--- src/rtl/fetch_hazard_controller.sv ---
// Fetch-stage sequencer for the 5-stage RISC-V pipeline.
// It takes ID/EX/MEM hazard information and the ID-stage branch compare,
// and from them drives the PC / IF-ID enables, the taken-branch flush and
// redirect, and the ID/EX bubble. It also handles debug halt and
// single-step, and keeps saturating stall/flush performance counters.
module fetch_hazard_controller #(
  parameter int unsigned CNT_W = 16
) (
  input  logic             clk,
  input  logic             reset,
  input  logic [4:0]       IF_ID_rs1,
  input  logic [4:0]       IF_ID_rs2,
  input  logic             ID_uses_rs2,
  input  logic             ID_branch,
  input  logic             br_eq,
  input  logic             ID_EX_reg_write,
  input  logic             ID_EX_mem_read,
  input  logic [4:0]       ID_EX_rd,
  input  logic             EX_MEM_mem_read,
  input  logic [4:0]       EX_MEM_rd,
  input  logic             halt_req,
  input  logic             step,
  input  logic             resume,
  output logic             pc_write,
  output logic             IF_ID_write,
  output logic             IF_flush,
  output logic             pc_src,
  output logic             ID_EX_bubble,
  output logic             halted,
  output logic [CNT_W-1:0] stall_count,
  output logic [CNT_W-1:0] flush_count
);

  localparam int unsigned REG_W  = 5;
  localparam int unsigned NEED_W = 2;

  typedef enum logic [1:0] {
    S_RUN   = 2'd0,
    S_STALL = 2'd1,
    S_HALT  = 2'd2,
    S_STEP  = 2'd3
  } state_e;

  state_e             state_q, state_d;
  logic [NEED_W-1:0]  scnt_q, scnt_d;
  logic               ret_halt_q, ret_halt_d;
  logic               halted_q;
  logic [CNT_W-1:0]   stall_count_q;
  logic [CNT_W-1:0]   flush_count_q;

  logic               m_ex;
  logic               m_mem;
  logic [NEED_W-1:0]  need;
  logic               stall_inc;
  logic               flush_inc;

  // Source-register match against EX and MEM destinations (x0 never matches)
  always_comb begin
    m_ex  = (ID_EX_rd != REG_W'(0)) &&
            ((ID_EX_rd == IF_ID_rs1) || (ID_uses_rs2 && (ID_EX_rd == IF_ID_rs2)));
    m_mem = (EX_MEM_rd != REG_W'(0)) &&
            ((EX_MEM_rd == IF_ID_rs1) || (EX_MEM_rd == IF_ID_rs2 && ID_uses_rs2));
  end

  // Stall cycles the ID instruction still needs; the first matching rule wins
  always_comb begin
    need = NEED_W'(0);
    if (ID_branch && ID_EX_mem_read && m_ex) begin
      need = NEED_W'(2);
    end else if (ID_branch && ID_EX_reg_write && m_ex) begin
      need = NEED_W'(1);
    end else if (ID_branch && EX_MEM_mem_read && m_mem) begin
      need = NEED_W'(1);
    end else if (!ID_branch && ID_EX_mem_read && m_ex) begin
      need = NEED_W'(1);
    end
  end

  // Next-state and fetch-control outputs; reset forces a flushing freeze
  always_comb begin
    state_d      = state_q;
    scnt_d       = scnt_q;
    ret_halt_d   = ret_halt_q;
    pc_write     = 1'b0;
    IF_ID_write  = 1'b0;
    IF_flush     = 1'b0;
    pc_src       = 1'b0;
    ID_EX_bubble = 1'b1;

    case (state_q)
      S_RUN, S_STEP: begin
        if (need != NEED_W'(0)) begin
          // A stepped hazard consumes the step; a 2-cycle one returns to HALT
          scnt_d = need - NEED_W'(1);
          if (need == NEED_W'(2)) begin
            state_d    = S_STALL;
            ret_halt_d = (state_q == S_STEP);
          end else begin
            state_d = (state_q == S_STEP) ? S_HALT : S_RUN;
          end
        end else begin
          pc_write     = 1'b1;
          IF_ID_write  = 1'b1;
          ID_EX_bubble = 1'b0;
          if (ID_branch && br_eq) begin
            pc_src   = 1'b1;
            IF_flush = 1'b1;
          end
          if (state_q == S_STEP || halt_req) begin
            state_d = S_HALT;
          end
        end
      end

      S_STALL: begin
        if (scnt_q != NEED_W'(0)) begin
          scnt_d = scnt_q - NEED_W'(1);
        end
        state_d    = ret_halt_q ? S_HALT : S_RUN;
        ret_halt_d = 1'b0;
      end

      S_HALT: begin
        if (resume) begin
          state_d = S_RUN;
        end else if (step) begin
          state_d = S_STEP;
        end
      end

      default: begin
        state_d = S_RUN;
      end
    endcase

    if (reset) begin
      pc_write     = 1'b0;
      IF_ID_write  = 1'b0;
      IF_flush     = 1'b1;
      pc_src       = 1'b0;
      ID_EX_bubble = 1'b1;
    end
  end

  // Counter increment qualifiers (HALT and reset cycles are not counted)
  always_comb begin
    stall_inc = !reset && (state_q != S_HALT) && !pc_write;
    flush_inc = !reset && pc_src;
  end

  // State, stall sequencing and halt status registers
  always_ff @(posedge clk) begin
    if (reset) begin
      state_q    <= S_RUN;
      scnt_q     <= NEED_W'(0);
      ret_halt_q <= 1'b0;
      halted_q   <= 1'b0;
    end else begin
      state_q    <= state_d;
      scnt_q     <= scnt_d;
      ret_halt_q <= ret_halt_d;
      halted_q   <= (state_d == S_HALT);
    end
  end

  // Saturating performance counters
  always_ff @(posedge clk) begin
    if (reset) begin
      stall_count_q <= CNT_W'(0);
      flush_count_q <= CNT_W'(0);
    end else begin
      if (stall_inc && (stall_count_q != {CNT_W{1'b1}})) begin
        stall_count_q <= stall_count_q + CNT_W'(1);
      end
      if (flush_inc && (flush_count_q != {CNT_W{1'b1}})) begin
        flush_count_q <= flush_count_q + CNT_W'(1);
      end
    end
  end

  assign halted      = halted_q;
  assign stall_count = stall_count_q;
  assign flush_count = flush_count_q;

endmodule

--- config.mk ---
export PLATFORM = sky130hd
export DESIGN_NAME = fetch_hazard_controller
export DESIGN_NICKNAME = d
export VERILOG_FILES = /design/src/rtl/fetch_hazard_controller.sv
export SDC_FILE = /design/constraint.sdc
export NUM_CORES = 1
export LEC_CHECK = 0
export BUFFER_PORTS_ARGS = -buffer_cell sky130_fd_sc_hd__clkbuf_2
export CORE_MARGIN = 10
export CORE_UTILIZATION = 30
export DETAILED_ROUTE_END_ITERATION = 12
export PLACE_DENSITY = 0.57
export SLEW_MARGIN = 20
export SYNTH_ARGS = -nofsm -noshare
export SYNTH_HDL_FRONTEND = slang
export SYNTH_SLANG_ARGS = --single-unit
--- constraint.sdc ---
create_clock -name clk -period 3.38 [get_ports clk]
set_input_delay 0.338 -clock clk [delete_from_list [all_inputs] [get_ports clk]]
set_output_delay 0.338 -clock clk [all_outputs]
set_load 0.01 [all_outputs]
==> impl_metrics.tcl, run 1 <==
set metrics [dict create \
    cts_made_buffers 5 \
    cts_tree "built" \
    drive_gt1_share_pct 27.1 \
    die_h_um 106 \
    via_count 2135 \
    yosys.cell_types.count 52 \
    ctsResizeCount 0 \
    die_x_um 106 \
    cts.sinks 36 \
    pin_count 69 \
    gr-total-overflow 0 \
    period_needed_ns 2.50 \
    end_kind "output port" \
    setup_tns_ns 0 \
    drv_cap 0 \
    power_density_nw_per_um2 429 \
    rsz0062_at_grt "false" \
    antenna_found_initial 0 \
    ir_drop_mv 0.240 \
    area_growth_pct 22.9 \
    drt_iter0_drc 79 \
    mostFrequentLayoutCells "clkbuf_2, nor2_1, dfxtp_1" \
    grt_max_degree 44 \
    final.fill_count 782 \
    async_flop_share_pct 0 \
    worstSkewPairLatency_ns 0.28 \
    r2r_slack_ns 0.94 \
    ys_seq_area_share_pct 32.5 \
    path_class "primary input to output port" \
    drv_slew 0 \
    core.rowCount 31 \
    root_buffer "clkbuf_8" \
    finalCritPeriodShare_pct 74.1 \
    synth_edf_count 0 \
    grt_usage_pct 11.0 \
    dieArea_um2 11200 \
    wl_per_cell_um 14.5 \
    port-buffer-count 68 \
    ys_warn_count 0 \
    slew_headroom_pct 67.1 \
    syn_inst 264 \
    synth_flop_cell "dfxtp_1" \
    clkSlewWorstSetupHoldPaths_ns 0.07 \
    ctsHoldBuffers 0 \
    worst_slew_pin_slew_ns 0.494 \
    grt_pass1_wl_mm 10.5 \
    setup_viol_count_final 0 \
    cts_setup_buffers 0 \
    status "finished clean" \
    drt-total-wl_mm 6.24 \
    finalClockSkew_ns 0.00299 \
    n_antenna_cell 0 \
    leakagePower_uw 0.00110 \
    crit_path_start_kind "primary input" \
    core_um2 7210 \
    syn-num-nets 300 \
    clock.fmax_mhz 399 \
    final_common_cell "clkbuf_2" \
    dpl.hpwl_mm 4.94 \
    min_path_type "primary input to register" \
    netlist_area_um2 2220 \
    start_util_pct 30.8 \
    nets 367 \
    route.detailed.drc 0 \
    hold_violations 0 \
    cts_max_level 2 \
    grt_pass1_vias 2163 \
    drtPass1Iterations 4 \
    power.total_uw 1170 \
    clockBufferDepth 2 \
    gp_congestion 0.784 \
    crit_arrival_ns 2.17 \
    vias_per_cell 4.95 \
    path_max_fanout 8 \
    critPathRequiredTime_ns 3.04 \
    ant_nets 0 \
    avgSynthCellArea_um2 8.41 \
    synth-seq-cells 36 \
]
-- cell families after synthesis --
group / share of synthesized area (%)
xor gates and xnor gates: 12.6
and+or+nand+nor: 31.4
DFF: 32.5
adders and majority gates: 2.82
muxes: 4.34
buffers and inverters: 3.89
AOI/OAI and AO/OA: 12.5
-- synth_stat cells, drive strengths merged (4+ instances only) --
cell,number,area share (%)
a21oi,13,2.9
clkbuf,6,1.0
dfxtp,36,32
o31ai,8,2.7
mux2i,4,1.8
ha,5,2.8
nand4,10,2.8
nand3,16,3.6
and3,5,1.5
o21ai,6,1.4
nor3,7,1.8
mux2,5,2.5
nor2b,7,2.0
nor2,37,6.4
xnor2,16,6.3
or4,8,2.7
nand2,15,3.0
inv,9,1.5
xor2,16,6.3
-- sequential cells by signal, indices dropped and copies added (netlist names) --
| name | flops |
|---|---|
| halted | 1 |
| state_q | 2 |
| stall_count | 16 |
| flush_count | 16 |
| ret_halt_q | 1 |
-- worst max-delay path: stages --
cell      delay [ns]
clkbuf_2        0.11
or4_1           0.56
nor2_2          0.15
or2_4           0.16
o221ai_2        0.21
or2_2           0.38
nor2_1          0.11
clkbuf_2        0.14
-- report_power, final --
group	internal, uW	total, uW	switching [uW]	leakage (uW)
clock	166	318	152	0.0000455
combinational	147	373	226	0.000766
sequential	451	480	29.0	0.000291
total	765	1170	407	0.00110
-- stage by stage --
step                cells  setup slack (ns)  hold slack [ns]  instance area [um^2]  util [%]
floorplan             264              1.13            0.464                  2220         -
global placement      423             0.817            0.486                  2640      36.6
detailed placement    423             0.749            0.495                  2640      36.6
CTS                   431             0.854            0.478                  2730      37.8
global route          431             0.714            0.536                  2730      37.8
finish                431             0.876            0.469                  2730      37.8
-- layer usage --
metal	vias to the layer above	global-route usage, %	share of wire (%)
met4	0	3.77	1.5
met1	980	14.0	48
met2	65	17.1	43
met5	-	0	0
li1	1082	-	-
met3	8	3.44	6.9
-- path summary, 6_finish.rpt --
path | to | from | cells past startpoint
worst min-delay path | stall_count[5]$_SDFFE_PP0P_ | reset | 4
worst max-delay path | pc_src | ID_EX_rd[1] | 8
worst max register to register | flush_count[11]$_SDFFE_PP0P_ | state_q[0]$_SDFF_PP0_ | 6
worst min register to register | stall_count[15]$_SDFFE_PP0P_ | stall_count[15]$_SDFFE_PP0P_ | 2
-- final cells by class --
class	instances	area, um^2	area share, %
Clock buffer	8	90.1	3.30
Inverter	9	33.8	1.24
Tap cell	99	124	4.54
Timing Repair Buffer	69	348	12.7
Sequential cell	36	721	26.4
Multi-Input combinational cell	210	1410	51.8
Power figures use the tool's default switching activity.
==> run 2, diff against run 1 <==
- clock period: 3.38 -> 2.6 ns (I/O delays scaled with it)
==> run 2 against run 1 <==
Largest power group unchanged. Sequential power up 30%. Cell count up 0.46%. First-iteration DRC count down 7.6%. Global-route usage down 0.22 points. Largest cell class unchanged.
==> impl_metrics.tcl, run 2 (synthesis gave the netlist of run 1 again) <==
set metrics [dict create \
    area_growth_pct 23.8 \
    mostFrequentLayoutCells "clkbuf_2, nor2_1, dfxtp_1" \
    cts_setup_buffers 0 \
    ctsResizeCount 0 \
    clock.fmax_mhz 413 \
    finalCritPeriodShare_pct 93.2 \
    pin_count 69 \
    cts_tree "built" \
    start_util_pct 30.8 \
    worst_slew_pin_slew_ns 0.474 \
    hold_violations 0 \
    cts_max_level 2 \
    place_area_um2 2660 \
    path_max_fanout 9 \
    period_needed_ns 2.42 \
    dpl.hpwl_mm 4.88 \
    root_buffer "clkbuf_8" \
    utilization_pct 38.1 \
    setup_viol_count_final 0 \
    crit_arrival_ns 2.16 \
    core.rowCount 31 \
    via_count 2168 \
    power_density_nw_per_um2 559 \
    cts_made_buffers 5 \
    worstSkewPairLatency_ns 0.29 \
    worst_path_dominant_cell_family "simple AND/OR/NAND/NOR gates" \
    vias_per_cell 5.01 \
    critPathMaxStageDelay_ns 0.46 \
    drive_gt1_share_pct 27.8 \
    register_area_um2 721 \
    crit_path_start_kind "register" \
    crit_cells 6 \
    ant_nets 0 \
    wl_per_cell_um 14.1 \
    gp_congestion 0.783 \
    n_antenna_cell 0 \
    multi_input_area_um2 1410 \
    holdWs_ns 0.405 \
    min_path_type "primary input to register" \
    finalClockSkew_ns 0.00948 \
    ctsHoldBuffers 0 \
    die_h_um 106 \
    grt_max_degree 44 \
    setup_tns_ns 0 \
    end_kind "output port" \
    antenna_found_initial 0 \
    route.detailed.drc 0 \
    path_class "register to output port" \
    leakagePower_uw 0.00111 \
    grt_pass1_wl_mm 10.2 \
    hold_depth 4 \
    drv_slew 0 \
    path_cells "inv_1 > ha_1 > o221ai_2 > or2_2 > nor2_1 > clkbuf_2" \
    final.fill_count 788 \
    die_x_um 106 \
    port-buffer-count 68 \
    drt_iter0_drc 73 \
    critPathRequiredTime_ns 2.34 \
    drt-total-wl_mm 6.11 \
    gr-total-overflow 0 \
    dieArea_um2 11200 \
    design_area_um2 2750 \
    slew_headroom_pct 68.4 \
    reg2reg_depth 6 \
    core_um2 7210 \
    drv_cap 0 \
    grt_usage_pct 10.8 \
    ir_drop_mv 0.237 \
    drtPass1Iterations 4 \
    cts.sinks 36 \
    nets 369 \
    clkSlewWorstSetupHoldPaths_ns 0.08 \
    clockBufferDepth 2 \
    status "finished clean" \
    crit_path_top_delay_cell "ha_1" \
    crit_buf_inv 2 \
    final_common_cell "clkbuf_2" \
    grt_pass1_vias 2085 \
    rsz0062_at_grt "false" \
]
run 2: changes by cell type in the layout (fill, tap and decap cells not counted):
cell / previous run / this run
clkinvlp_4: 0 / 1
buf_4: 1 / 3
clkbuf_1: 2 / 1
run 2: cell type report:
class	instances	share of cell area, %
clock buffer	7	3.14
clock inverter	1	0.273
inverter	9	1.23
multi-input combinational	210	51.4
sequential	36	26.2
tap	99	4.51
timing repair buffer	71	13.2
run 2: per-stage QoR:
step	setup WS [ns]	total power (uW)	instances
2_1_floorplan	0.363	992	264
3_3_place_gp	0.0713	1120	425
3_5_place_dp	0.0465	1130	425
4_1_cts	0.170	1550	433
5_1_grt	0.0421	1630	433
6_report	0.177	1540	433
run 2: worst reg2reg max path, stage by stage, from the launching register on:
cell and delay (ns):
dfxtp_1 0.41, inv_1 0.07, ha_1 0.46, nor3b_2 0.29, nand2_2 0.19, nor4_1 0.36, mux2_1 0.35
run 2: report_power, final:
part	switching [uW]	total (uW)	internal, uW
combinational	294	491	197
sequential	38.1	624	586
clock	205	420	215
run 2: worst paths after layout:
check | start | to | slack, ns
setup reg to reg | state_q[0]$_SDFF_PP0_ | flush_count[11]$_SDFFE_PP0P_ | 0.37
hold reg to reg | ret_halt_q$_SDFFE_PP0P_ | ret_halt_q$_SDFFE_PP0P_ | 0.50
setup / recovery | state_q[0]$_SDFF_PP0_ | pc_src | 0.18
hold / removal | reset | stall_count[5]$_SDFFE_PP0P_ | 0.41
run 2: layer usage:
metal	vias up	part of all wire, %	track usage, %	wire, um
li1	1081	-	-	-
met1	1004	49	13.7	3010
met2	76	42	16.2	2540
met3	7	7.2	3.44	442
met4	0	1.9	4.84	116
met5	-	0	0	0
